$ cat src/rtl/demo_scene_sequencer.sv
// Frame-driven demo timeline: sub-beat, beat and part counters plus
// derived cues (envelope, accent, title) with pause, skip and restart.
module demo_scene_sequencer #(
  parameter int FRAMES_PER_BEAT = 16,
  parameter int BEATS_PER_PART  = 8,
  parameter int NUM_PARTS       = 8,
  parameter int LOOP            = 1,
  localparam int SW = $clog2(FRAMES_PER_BEAT),
  localparam int BW = $clog2(BEATS_PER_PART),
  localparam int FW = SW + BW
) (
  input  logic          clk,
  input  logic          reset,
  input  logic          frame_tick,
  input  logic          pause,
  input  logic          skip,
  input  logic          restart,
  output logic [SW-1:0] sub_frame,
  output logic [BW-1:0] beat,
  output logic [2:0]    part,
  output logic [FW-1:0] frame,
  output logic [4:0]    envelope,
  output logic          accent,
  output logic          beat_pulse,
  output logic          part_pulse,
  output logic          title_en,
  output logic          paused,
  output logic          done
);

  typedef enum logic [1:0] {RUN, PAUSED, DONE} state_t;

  localparam logic [2:0] LAST = 3'(NUM_PARTS - 1);

  state_t        state_q, state_d;
  logic [SW-1:0] sub_q, sub_d;
  logic [BW-1:0] beat_q, beat_d;
  logic [2:0]    part_q, part_d;
  logic          bp_q, bp_d;
  logic          pp_q, pp_d;
  logic          last_part;
  logic [2:0]    part_inc;
  state_t        hold;

  assign last_part = (part_q == LAST);
  assign part_inc  = last_part ? 3'd0 : part_q + 3'd1;
  assign hold      = pause ? PAUSED : RUN;

  always_ff @(posedge clk or posedge reset) begin
    if (reset) begin
      state_q <= RUN;
      sub_q   <= '0;
      beat_q  <= '0;
      part_q  <= '0;
      bp_q    <= 1'b0;
      pp_q    <= 1'b0;
    end else begin
      state_q <= state_d;
      sub_q   <= sub_d;
      beat_q  <= beat_d;
      part_q  <= part_d;
      bp_q    <= bp_d;
      pp_q    <= pp_d;
    end
  end

  always_comb begin
    state_d = state_q;
    sub_d   = sub_q;
    beat_d  = beat_q;
    part_d  = part_q;
    bp_d    = 1'b0;
    pp_d    = 1'b0;
    if (state_q != DONE) state_d = hold;
    if (restart) begin
      sub_d   = '0;
      beat_d  = '0;
      part_d  = '0;
      pp_d    = 1'b1;
      state_d = hold;
    end else if (skip && state_q != DONE) begin
      // Without looping, skipping past the end freezes on the last part.
      if (last_part && LOOP == 0) begin
        state_d = DONE;
      end else begin
        sub_d  = '0;
        beat_d = '0;
        part_d = part_inc;
        pp_d   = 1'b1;
      end
    end else if (frame_tick && state_q == RUN && !pause) begin
      if (sub_q == '1 && beat_q == '1 && last_part && LOOP == 0) begin
        state_d = DONE;
      end else begin
        sub_d = sub_q + 1'b1;
        if (sub_q == '1) begin
          beat_d = beat_q + 1'b1;
          bp_d   = 1'b1;
          if (beat_q == '1) begin
            part_d = part_inc;
            pp_d   = 1'b1;
          end
        end
      end
    end
  end

  assign sub_frame  = sub_q;
  assign beat       = beat_q;
  assign part       = part_q;
  assign frame      = {beat_q, sub_q};
  assign envelope   = 5'd31 - 5'({sub_q, 1'b0});
  assign accent     = (beat_q[1:0] == 2'b10);
  assign beat_pulse = bp_q;
  assign part_pulse = pp_q;
  // Frame length is a power of two: top two bits set means >= 3/4.
  assign title_en   = (part_q == 3'd0) ||
                      (last_part && frame[FW-1 -: 2] == 2'b11);
  assign paused     = (state_q == PAUSED);
  assign done       = (state_q == DONE);

endmodule
$ cat config.mk
export PLATFORM = sky130hd
export DESIGN_NAME = demo_scene_sequencer
export DESIGN_NICKNAME = d
export VERILOG_FILES = /design/src/rtl/demo_scene_sequencer.sv
export SDC_FILE = /design/constraint.sdc
export NUM_CORES = 1
export LEC_CHECK = 0
export BUFFER_PORTS_ARGS = -buffer_cell sky130_fd_sc_hd__buf_2
export CORE_MARGIN = 2
export CORE_UTILIZATION = 45
export DETAILED_ROUTE_END_ITERATION = 8
export GPL_TIMING_DRIVEN = 1
export HOLD_SLACK_MARGIN = 0.1
export PLACE_DENSITY_LB_ADDON = 0.1
export SETUP_SLACK_MARGIN = 0.05
export SKIP_CTS_REPAIR_TIMING = 1
export SLEW_MARGIN = 25
export SYNTH_ARGS = -nofsm -noshare
export SYNTH_HDL_FRONTEND = slang
export SYNTH_SLANG_ARGS = --single-unit
export TNS_END_PERCENT = 50
$ cat constraint.sdc
create_clock -name clk -period 1.9 [get_ports clk]
set_input_delay 0.095 -clock clk [delete_from_list [all_inputs] [get_ports clk]]
set_output_delay 0.095 -clock clk [all_outputs]
set_load 0.02 [all_outputs]
==> run_results.csv <==
group,metric,value,unit
clock_tree,cts_max_path_buffers,2,
global_route,grtUsageTotal,14.7,%
worst_hold_path,holdPathStages,3,
worst_hold_path,hp-start,"restart",
placed_design,dpl.hpwl,1.06,mm
power_and_ir_drop,pwr_density_cell,635,nW/um^2
drt,drc_errors,0,
drt,ant_nets,0,
worst_setup_path,crit_path_start_kind,"primary input",
cells_and_area,diodes,0,
power_and_ir_drop,p_comb_share,18.8,%
clock_tree,cts_tree,"yes",
worst_setup_path,critPathCaptureType,"flip-flop",
worst_hold_path,whs_endpoint,"part[1]",
sta,max-slew-margin-rel,64.2,%
worst_hold_path,worstHoldPathType,"in2reg",
synthesis,ys_types,25,
global_route,grt_overflow,0,
global_route,first_global_vias,506,
worst_setup_path,r2r_end,"part[2]",
sta,hold_viol,0,
status,status,"complete, no violations",
job,maxCapViolations,0,
synthesis,syn_inst,78,
die,die-area,2080,sq um
clock_tree,clock-root-buffer,"clkbuf_4",
worst_setup_path,reg2reg_from,"state_q[0]",
sta,finalSetupViolCount,0,
drt,drtIter0Drc,2,
clock_tree,worst_skew_pair.late_latency,0.27,ns
synthesis,ys_seq_elements,13,
worst_setup_path,worstPathMaxFanout,8,
drt,vias,591,
cells_and_area,drive_gt1_share,34.6,%
sta,drv_slew,0,
global_route,antenna_found_initial,0,
die,die_h,45.6,um
synthesis,avgSynthCellArea,9.96,sq um
cells_and_area,seq_area,325,sq um
drt,wl,1.43,mm
cells_and_area,fillers,156,
sta,setup_tns,0,ns
power_and_ir_drop,seqPwrFrac,51.5,%
sta,fin_crit,1.66,ns
cells_and_area,multi_input_area,335,sq um
worst_setup_path,reg2reg_slack,0.29,ns
cells_and_area,final_common_cell,"buf_2",
power_and_ir_drop,power.switching,0.000170,W
worst_setup_path,worst-setup-path-type,"in2reg",
sta,rsz0062_at_grt,"no",
global_route,grt_max_degree,14,
synthesis,ys_seq_area_share,41.9,%
die,pin_count,34,
synthesis,netlist_top_cells_area,"dfrtp_1 (42%), ha_1 (11%), buf_4 (8.7%)",
die,die_w,45.6,um
sta,finalCritPeriodShare,87.5,%
drt,drt_pass1_iterations,4,
power_and_ir_drop,p_leak,0.493,nW
die,row_count,15,
sta,clock_skew,0.00244,ns
synthesis,syn_area,777,sq um
die,core_area,1670,sq um
drt,viasPerCell,4.88,
synthesis,syn_nets,91,
clock_tree,h-tree-depth,1,
power_and_ir_drop,vdd_drop_max,0.000376,V
synthesis,synth_top_area_share,41.9,%
cells_and_area,area_growth,18.0,%
power_and_ir_drop,clkPwrFrac,29.7,%
synthesis,yosysWarnings,0,
clock_tree,cts_sinks,13,
worst_setup_path,arrival,1.82,ns
drt,wire_per_inst,11.8,um
cells_and_area,layout_common_cells,"buf_2 (31), dfrtp_1 (13), inv_1 (9)",
worst_setup_path,r2r_cells,3,
placed_design,place.gp.congestion,0.696,
placed_design,numPortBuffers,31,
global_route,grt_pass1_wl,2.13,mm
power_and_ir_drop,p_int,0.000413,W
clock_tree,tritoncts.num_buffers,3,
cells_and_area,fin_nets,118,
die,start_util,46.5,%
sta,tightestPinTransition,0.537,ns
clock_tree,clk_pin_slew_worst_paths,0.08,ns
sta,max_freq,602,MHz
power_and_ir_drop,power,0.000583,W
worst_setup_path,cp.required,2.06,ns
power_and_ir_drop,switching_share,29.2,%
synthesis,yosys.area.top_type,"dfrtp_1",
-- synthesized netlist by cell type, drive strengths merged --
master,number
nor3b,1
xnor2,1
nand2b,1
or3,2
ha,7
nor3,2
o21ai,5
nand3,6
or3b,1
o21bai,1
nor2,2
mux2i,2
conb,2
or2,1
nor2b,1
nand4,1
a21oi,5
inv,9
buf,10
clkbuf,1
mux2,2
a21o,1
and3,1
dfrtp,13
-- worst max-delay path: stages --
cell and delay (ns):
dlygate4sd3_1 0.53, buf_2 0.13, or3b_1 0.48, o21bai_4 0.24, mux2_1 0.34
-- through the flow --
stage	std cells	area (sq um)	hold WS [ns]	worst slack, ns	utilization, %
floorplan	78	777	-0.0280	0.294	-
CTS	119	897	-0.158	0.276	53.7
global placement	115	871	0.151	0.339	52.1
global route	121	917	0.164	0.176	54.9
finish	121	917	0.149	0.238	54.9
detailed placement	115	871	0.149	0.294	52.1
-- flip-flops by register name (all words and copies together) (netlist names) --
signal and count:
sub_frame 4, beat 3, part_pulse 1, part 3
state_q 1, beat_pulse 1
-- power groups by stage --
stage | registers, W | logic, W | clock network (W)
final | 0.000300 | 0.000110 | 0.000173
after global routing | 0.000303 | 0.000125 | 0.000190
after CTS | 0.000300 | 0.000108 | 0.000183
after detailed placement | 0.000306 | 0.000108 | 0
after global placement | 0.000305 | 0.000107 | 0
after floorplan | 0.000321 | 0.0000629 | 0
-- worst max-delay path by stage --
stage / to / cells after the start / from / slack, ns
after floorplan: part[0] / 4 / state_q[0] / 0.29
after global placement: part[2] / 3 / state_q[0] / 0.34
after detailed placement: part[2] / 3 / state_q[0] / 0.29
after CTS: part[2] / 3 / state_q[0] / 0.28
after global routing: part[2] / 5 / pause / 0.18
final: part[2] / 5 / pause / 0.24
-- per-layer routing --
layer	wire [um]	global-route usage [%]
met5	0	0
met4	14	5.29
met3	79	5.95
met2	681	22.8
met1	651	18.1
-- logic make-up (layout without fill, tap and decap cells) --
| kind of cell | Yosys count | count (layout) | share of synthesized area, % |
|---|---|---|---|
| AO/OA/AOI/OAI | 12 | 12 | 9.82 |
| XOR/XNOR | 1 | 1 | 1.13 |
| adder cells (fa/ha/maj) | 7 | 7 | 11.3 |
| buffers and inverters | 20 | 46 | 15.0 |
| flip-flops | 13 | 13 | 41.9 |
| multiplexers | 4 | 4 | 5.47 |
| other | 2 | 2 | 0.967 |
| AND/OR/NAND/NOR | 19 | 19 | 14.5 |
-- final cells by class --
class | instances | share of cell area (%)
flip-flops and latches | 13 | 35.5
multi-input cells | 45 | 36.6
well taps | 17 | 2.32
clock buffers | 4 | 2.86
repair buffers | 33 | 19.1
inverters | 9 | 3.68
Note: power is estimated with default switching activity, not from simulation.
